<file path="config.mk">
export PLATFORM = sky130hd
export DESIGN_NAME = maxpool_seq
export DESIGN_NICKNAME = d
export VERILOG_FILES = /design/src/rtl/maxpool_seq_pkg.sv /design/src/rtl/maxpool_seq_max2in.sv /design/src/rtl/maxpool_seq.sv
export SDC_FILE = /design/constraint.sdc
export NUM_CORES = 1
export LEC_CHECK = 0
export BUFFER_PORTS_ARGS = -buffer_cell sky130_fd_sc_hd__buf_2
export CORE_MARGIN = 5
export CORE_UTILIZATION = 55
export DETAILED_ROUTE_END_ITERATION = 10
export GPL_TIMING_DRIVEN = 0
export PLACE_DENSITY = 0.8
export SLEW_MARGIN = 15
export SYNTH_ARGS = -nofsm -noshare
export SYNTH_HDL_FRONTEND = slang
export SYNTH_SLANG_ARGS = --single-unit
</file>
<file path="constraint.sdc">
create_clock -name clk -period 3.95 [get_ports clk]
set_input_delay 0.79 -clock clk [delete_from_list [all_inputs] [get_ports clk]]
set_output_delay 0.79 -clock clk [all_outputs]
set_load 0.005 [all_outputs]
</file>
<file path="src/rtl/maxpool_seq_pkg.sv">
// Shared constants and types for the pooling-stage max sequencer.
// Latency: n/a (declarations only).
// Backpressure: n/a (declarations only).
package maxpool_seq_pkg;

    // Pooling window sizes in elements.
    localparam int POOL_2X2   = 4;
    localparam int POOL_3X3   = 9;

    // Default element width in bits.
    localparam int N_DATA_DEF = 32;

    // Sequencer state. ST_OUT is exactly "result pending" (m_valid).
    typedef enum logic {
        ST_ACC = 1'b0,
        ST_OUT = 1'b1
    } state_e;

endpackage

</file>
<file path="src/rtl/maxpool_seq_max2in.sv">
// Two-input unsigned maximum; ties select ip2 (the newer element).
// Latency: purely combinational, zero cycles.
// Backpressure: none; no state and no handshake.
module max2in #(
    parameter int N_DATA = 32
) (
    input  logic [N_DATA-1:0] ip1,
    input  logic [N_DATA-1:0] ip2,
    output logic [N_DATA-1:0] op
);

    // Greater-or-equal so that equal inputs pick ip2.
    always_comb begin
        op = (ip2 >= ip1) ? ip2 : ip1;
    end

endmodule

</file>
<file path="src/rtl/maxpool_seq.sv">
// Folds WIN_LEN streamed elements through one shared max2in and emits the window maximum.
// Latency: m_valid rises the cycle after the last element of a window is accepted.
// Backpressure: s_ready = !m_valid || m_ready; input stalls only while a result waits.
module maxpool_seq
    import maxpool_seq_pkg::*;
#(
    parameter int N_DATA  = N_DATA_DEF,
    parameter int WIN_LEN = POOL_2X2
) (
    input  logic              clk,
    input  logic              rst,
    input  logic              clr,
    input  logic              s_valid,
    output logic              s_ready,
    input  logic [N_DATA-1:0] s_data,
    output logic              m_valid,
    input  logic              m_ready,
    output logic [N_DATA-1:0] m_data,
    output logic              busy
);

    localparam int            CW       = $clog2(WIN_LEN);
    localparam logic [CW-1:0] CNT_LAST = CW'(WIN_LEN - 1);
    localparam logic [CW-1:0] CNT_ONE  = CW'(1);

    state_e              state_q, state_d;
    logic [CW-1:0]       cnt_q, cnt_d;
    logic [N_DATA-1:0]   acc_q, acc_d;
    logic [N_DATA-1:0]   m_data_q, m_data_d;
    logic [N_DATA-1:0]   max_res;
    logic                in_fire;
    logic                out_fire;

    // Single shared comparator: running max against the incoming element.
    max2in #(.N_DATA(N_DATA)) u_max2in (
        .ip1 (acc_q),
        .ip2 (s_data),
        .op  (max_res)
    );

    assign m_valid  = (state_q == ST_OUT);
    assign m_data   = m_data_q;
    assign s_ready  = !m_valid || m_ready;
    assign busy     = (cnt_q != '0) || m_valid;
    assign in_fire  = s_valid && s_ready;
    assign out_fire = m_valid && m_ready;

    // Next-state: retire the pending result, then fold the accepted element.
    // A last-element accept is applied after the retire so it re-enters ST_OUT.
    always_comb begin
        state_d  = state_q;
        cnt_d    = cnt_q;
        acc_d    = acc_q;
        m_data_d = m_data_q;

        if (out_fire) begin
            state_d = ST_ACC;
        end

        if (in_fire) begin
            if (cnt_q == '0) begin
                // First element seeds the accumulator; comparator output unused.
                acc_d = s_data;
                cnt_d = CNT_ONE;
            end else if (cnt_q == CNT_LAST) begin
                // Last element goes straight to the output register.
                m_data_d = max_res;
                state_d  = ST_OUT;
                cnt_d    = '0;
            end else begin
                acc_d = max_res;
                cnt_d = cnt_q + CNT_ONE;
            end
        end
    end

    // State registers; rst and clr both discard everything, including a pending result.
    always_ff @(posedge clk) begin
        if (rst || clr) begin
            state_q  <= ST_ACC;
            cnt_q    <= '0;
            acc_q    <= '0;
            m_data_q <= '0;
        end else begin
            state_q  <= state_d;
            cnt_q    <= cnt_d;
            acc_q    <= acc_d;
            m_data_q <= m_data_d;
        end
    end

endmodule

</file>
==> impl_results.md <==
- Syn_nets: 487
- Least-Margin Pin Slew: slightly above 0.5 ns
- Unique cell type count in the Yosys netlist: 27
- Initial antenna violation count: 0
- ANT cells: 0
- Post-detail-place hpwl: roughly 6300 microns
- CP Launch Type: input pin
- Starting density of the core: between 50 and 60%
- Final Skew: between 0.009 and 0.01 ns
- Minimum clock period after layout: 2.791 ns
- Worst-skew pair later-pin latency: 0.36 ns
- DRT iter0 DRCs: 96
- Max_slew headroom: roughly 66%
- Root buf cell: clkbuf_8
- Fmax: about 360 MHz
- Hold path startpoint: acc_q[11]$_SDFFE_PP0P_
- Cells after Synth: between 400 and 500
- Die Y: a little over 90 microns
- Hold/Removal Path Class: reg -> reg
- Crit path max fanout: 10
- Hold endpoint: acc_q[11]$_SDFFE_PP0P_
- Seq/Total Area, Yosys: a little under two fifths
- Core Util, Final: about two thirds
- Power per cell area: roughly 390 nW/um^2
- DIE WIDTH: between 90 and 100 microns
- Period utilization: 70.65%
- Layout cells sized above 1: ~19%
- R2r endpoint: acc_q[27]$_SDFFE_PP0P_
- Final setup vio count: 0
- Clk slew on worst S/H paths: about 0.07 ns
- CORE AREA: ~6300 sq um
- # nets final: 569
- Synth warn: 0
- Postcts setup bufs: 0
- Pin count of the biggest net entering global routing: 13
- Post-synth EDFFs: 0
- Cts hold-fix bufs: 0
- Reg2reg start: acc_q[29]$_SDFFE_PP0P_
- GRT Overall Usage: roughly a fifth
- Routed length per placed instance: between 10 and 15 microns
- Post-Synthesis Mean Instance Area: 8.686 sq um
- WL final: roughly 8400 microns
- Slew Limit Fails: 0
- Number of H-tree levels: 3
- Synth Register Bits: between 60 and 70
- Setup crit end kind: flop
- Die area: 8273 sq um
- Port Buf Inserts: between 70 and 80
- Hold_ws: between 0.4 and 0.5 ns
- Mapped cell area: approximately 3600 sq um
- I/O Pins: between 70 and 80
- Outcome: finished, final reports clean
- Setup TNS Final: 0 ns
- Post-CTS Resized: 0
- R2R depth: 10
- Unrepaired setup endpoints after global routing: no
- Arrival @ worst endpoint: 3.07 ns
- R2R Setup Slk: ~1.3 ns
- Drt first pass iters: 4
- Vias per cell: 5.485
- Pleak: 1.998 nW
- Max-cap violations: 0
- FP Rows: 29
- Share of flip-flops with an asynchronous set or reset: 0%
- Crit path kind: in -> reg
- Final Hold Fails: 0
- CP required: roughly 4.2 ns
- Routed Antenna Nets: 0
- # DRC: 0
- Vias in the first global route: about 3,200
- Synth-to-Final Area Change: 19.44%
- CTS tree: yes
- GRT Residual Overflow: 0
- Clock buffer depth: 2
- Hold Crit Depth: 2
- Cts bufs inserted: 9
- Main synth FF type: dfxtp_1
- First-pass GRT wire length: approximately 14,000 microns
- Via count: ~3,200
- Worst VDD drop: between 300 and 400 uV
- Placer Congestion: roughly 0.8
- CTS sink cnt: 67
==> layout make-up <==
class / count / area (sq um)
plain buffers: 23 / 120.1
clock inverters: 6 / 111.4
inverters: 35 / 131.4
repair buffers: 71 / 355.3
flip-flops and latches: 67 / 1341
fillers: 535 / 2044
multi-input cells: 290 / 2012
clock buffers: 10 / 137.6
well taps: 77 / 96.34
==> worst max-delay path, cell delays in order <==
cell and delay (ns):
buf_2 0.12, ha_1 0.31, a21oi_1 0.17, o21ai_1 0.12
a211o_1 0.29, a211oi_2 0.30, o32ai_4 0.21, o21ai_4 0.31
buf_6 0.23, mux2i_1 0.21
==> logic make-up (layout without fill, tap and decap cells) <==
family          Yosys count  after routing  synth area share, %
simple gates             96             96                11.11
fa+ha+maj                35             35                12.15
mux                      64             64                17.77
flops                    67             67                37.21
buf+inv                  58            145                6.977
compound gates           95             95                14.79
==> flip-flops by register name, indices dropped and copies added, names as in the netlist <==
| signal | flops |
|---|---|
| acc_q | 32 |
| cnt_q | 2 |
| m_data | 32 |
| m_valid | 1 |
==> cell usage after synthesis, types with 2 or more instances <==
library cell | number | area share, %
nor4_1 | 2 | 0.35
o21ai_0 | 36 | 5.0
nor3_1 | 2 | 0.28
nor2_1 | 5 | 0.52
nand4_1 | 6 | 1.0
nand2b_1 | 2 | 0.35
a21o_1 | 2 | 0.42
inv_1 | 35 | 3.6
nand2_1 | 73 | 7.6
buf_4 | 3 | 0.62
a21oi_1 | 48 | 6.7
o21ai_1 | 2 | 0.28
buf_6 | 3 | 0.94
mux2i_1 | 64 | 18
a211oi_1 | 2 | 0.42
clkbuf_1 | 17 | 1.8
ha_1 | 35 | 12
dfxtp_1 | 67 | 37
nand3_1 | 3 | 0.42
==> where the power goes <==
part	leakage (nW)	total [mW]	switching (mW)	internal, mW
sequential	0.543	0.696	0.00897	0.687
clock	0.123	0.720	0.282	0.437
combinational	1.33	0.242	0.134	0.107
==> cell usage in the layout, fill, tap and decap left out, drive strengths merged, types with 2 or more instances in the layout <==
cell type and n:
nand2 73, nor4 2, nand3 3, clkbuf 27, ha 35, inv 36, bufinv 3, a21o 2
nor3 2, a21oi 48, mux2i 64, nand2b 2, nor2 5, o21ai 39, buf 77, nand4 6
a211oi 3, dfxtp 67
==> layer usage <==
layer	routed length, microns	vias up	track usage [%]
li1	-	1588	-
met1	3968	1506	26.64
met2	3845	71	34.56
met3	424	11	5.620
met4	116	0	6.601
met5	0	-	0
==> metrics by stage <==
step	instances	total power, mW	instance area, sq um	setup slack (ns)
after floorplan	415	0.8815	3605	1.288
after global placement	563	0.9457	4056	0.8260
after detailed placement	563	0.9519	4056	0.8360
after CTS	579	1.664	4305	1.178
after global routing	579	1.730	4305	1.065
final	579	1.658	4305	1.159
==> how the worst max path moves through the flow <==
stage,start,endpoint,slack (ns)
after detailed placement,s_data[29],acc_q[31]$_SDFFE_PP0P_,0.84
after global placement,s_data[29],acc_q[31]$_SDFFE_PP0P_,0.83
after CTS,s_data[29],acc_q[31]$_SDFFE_PP0P_,1.18
after floorplan,s_data[5],acc_q[0]$_SDFFE_PP0P_,1.29
final,s_data[29],acc_q[27]$_SDFFE_PP0P_,1.16
after global routing,s_data[31],acc_q[13]$_SDFFE_PP0P_,1.07
No activity file was read; power rests on OpenSTA's default activity.
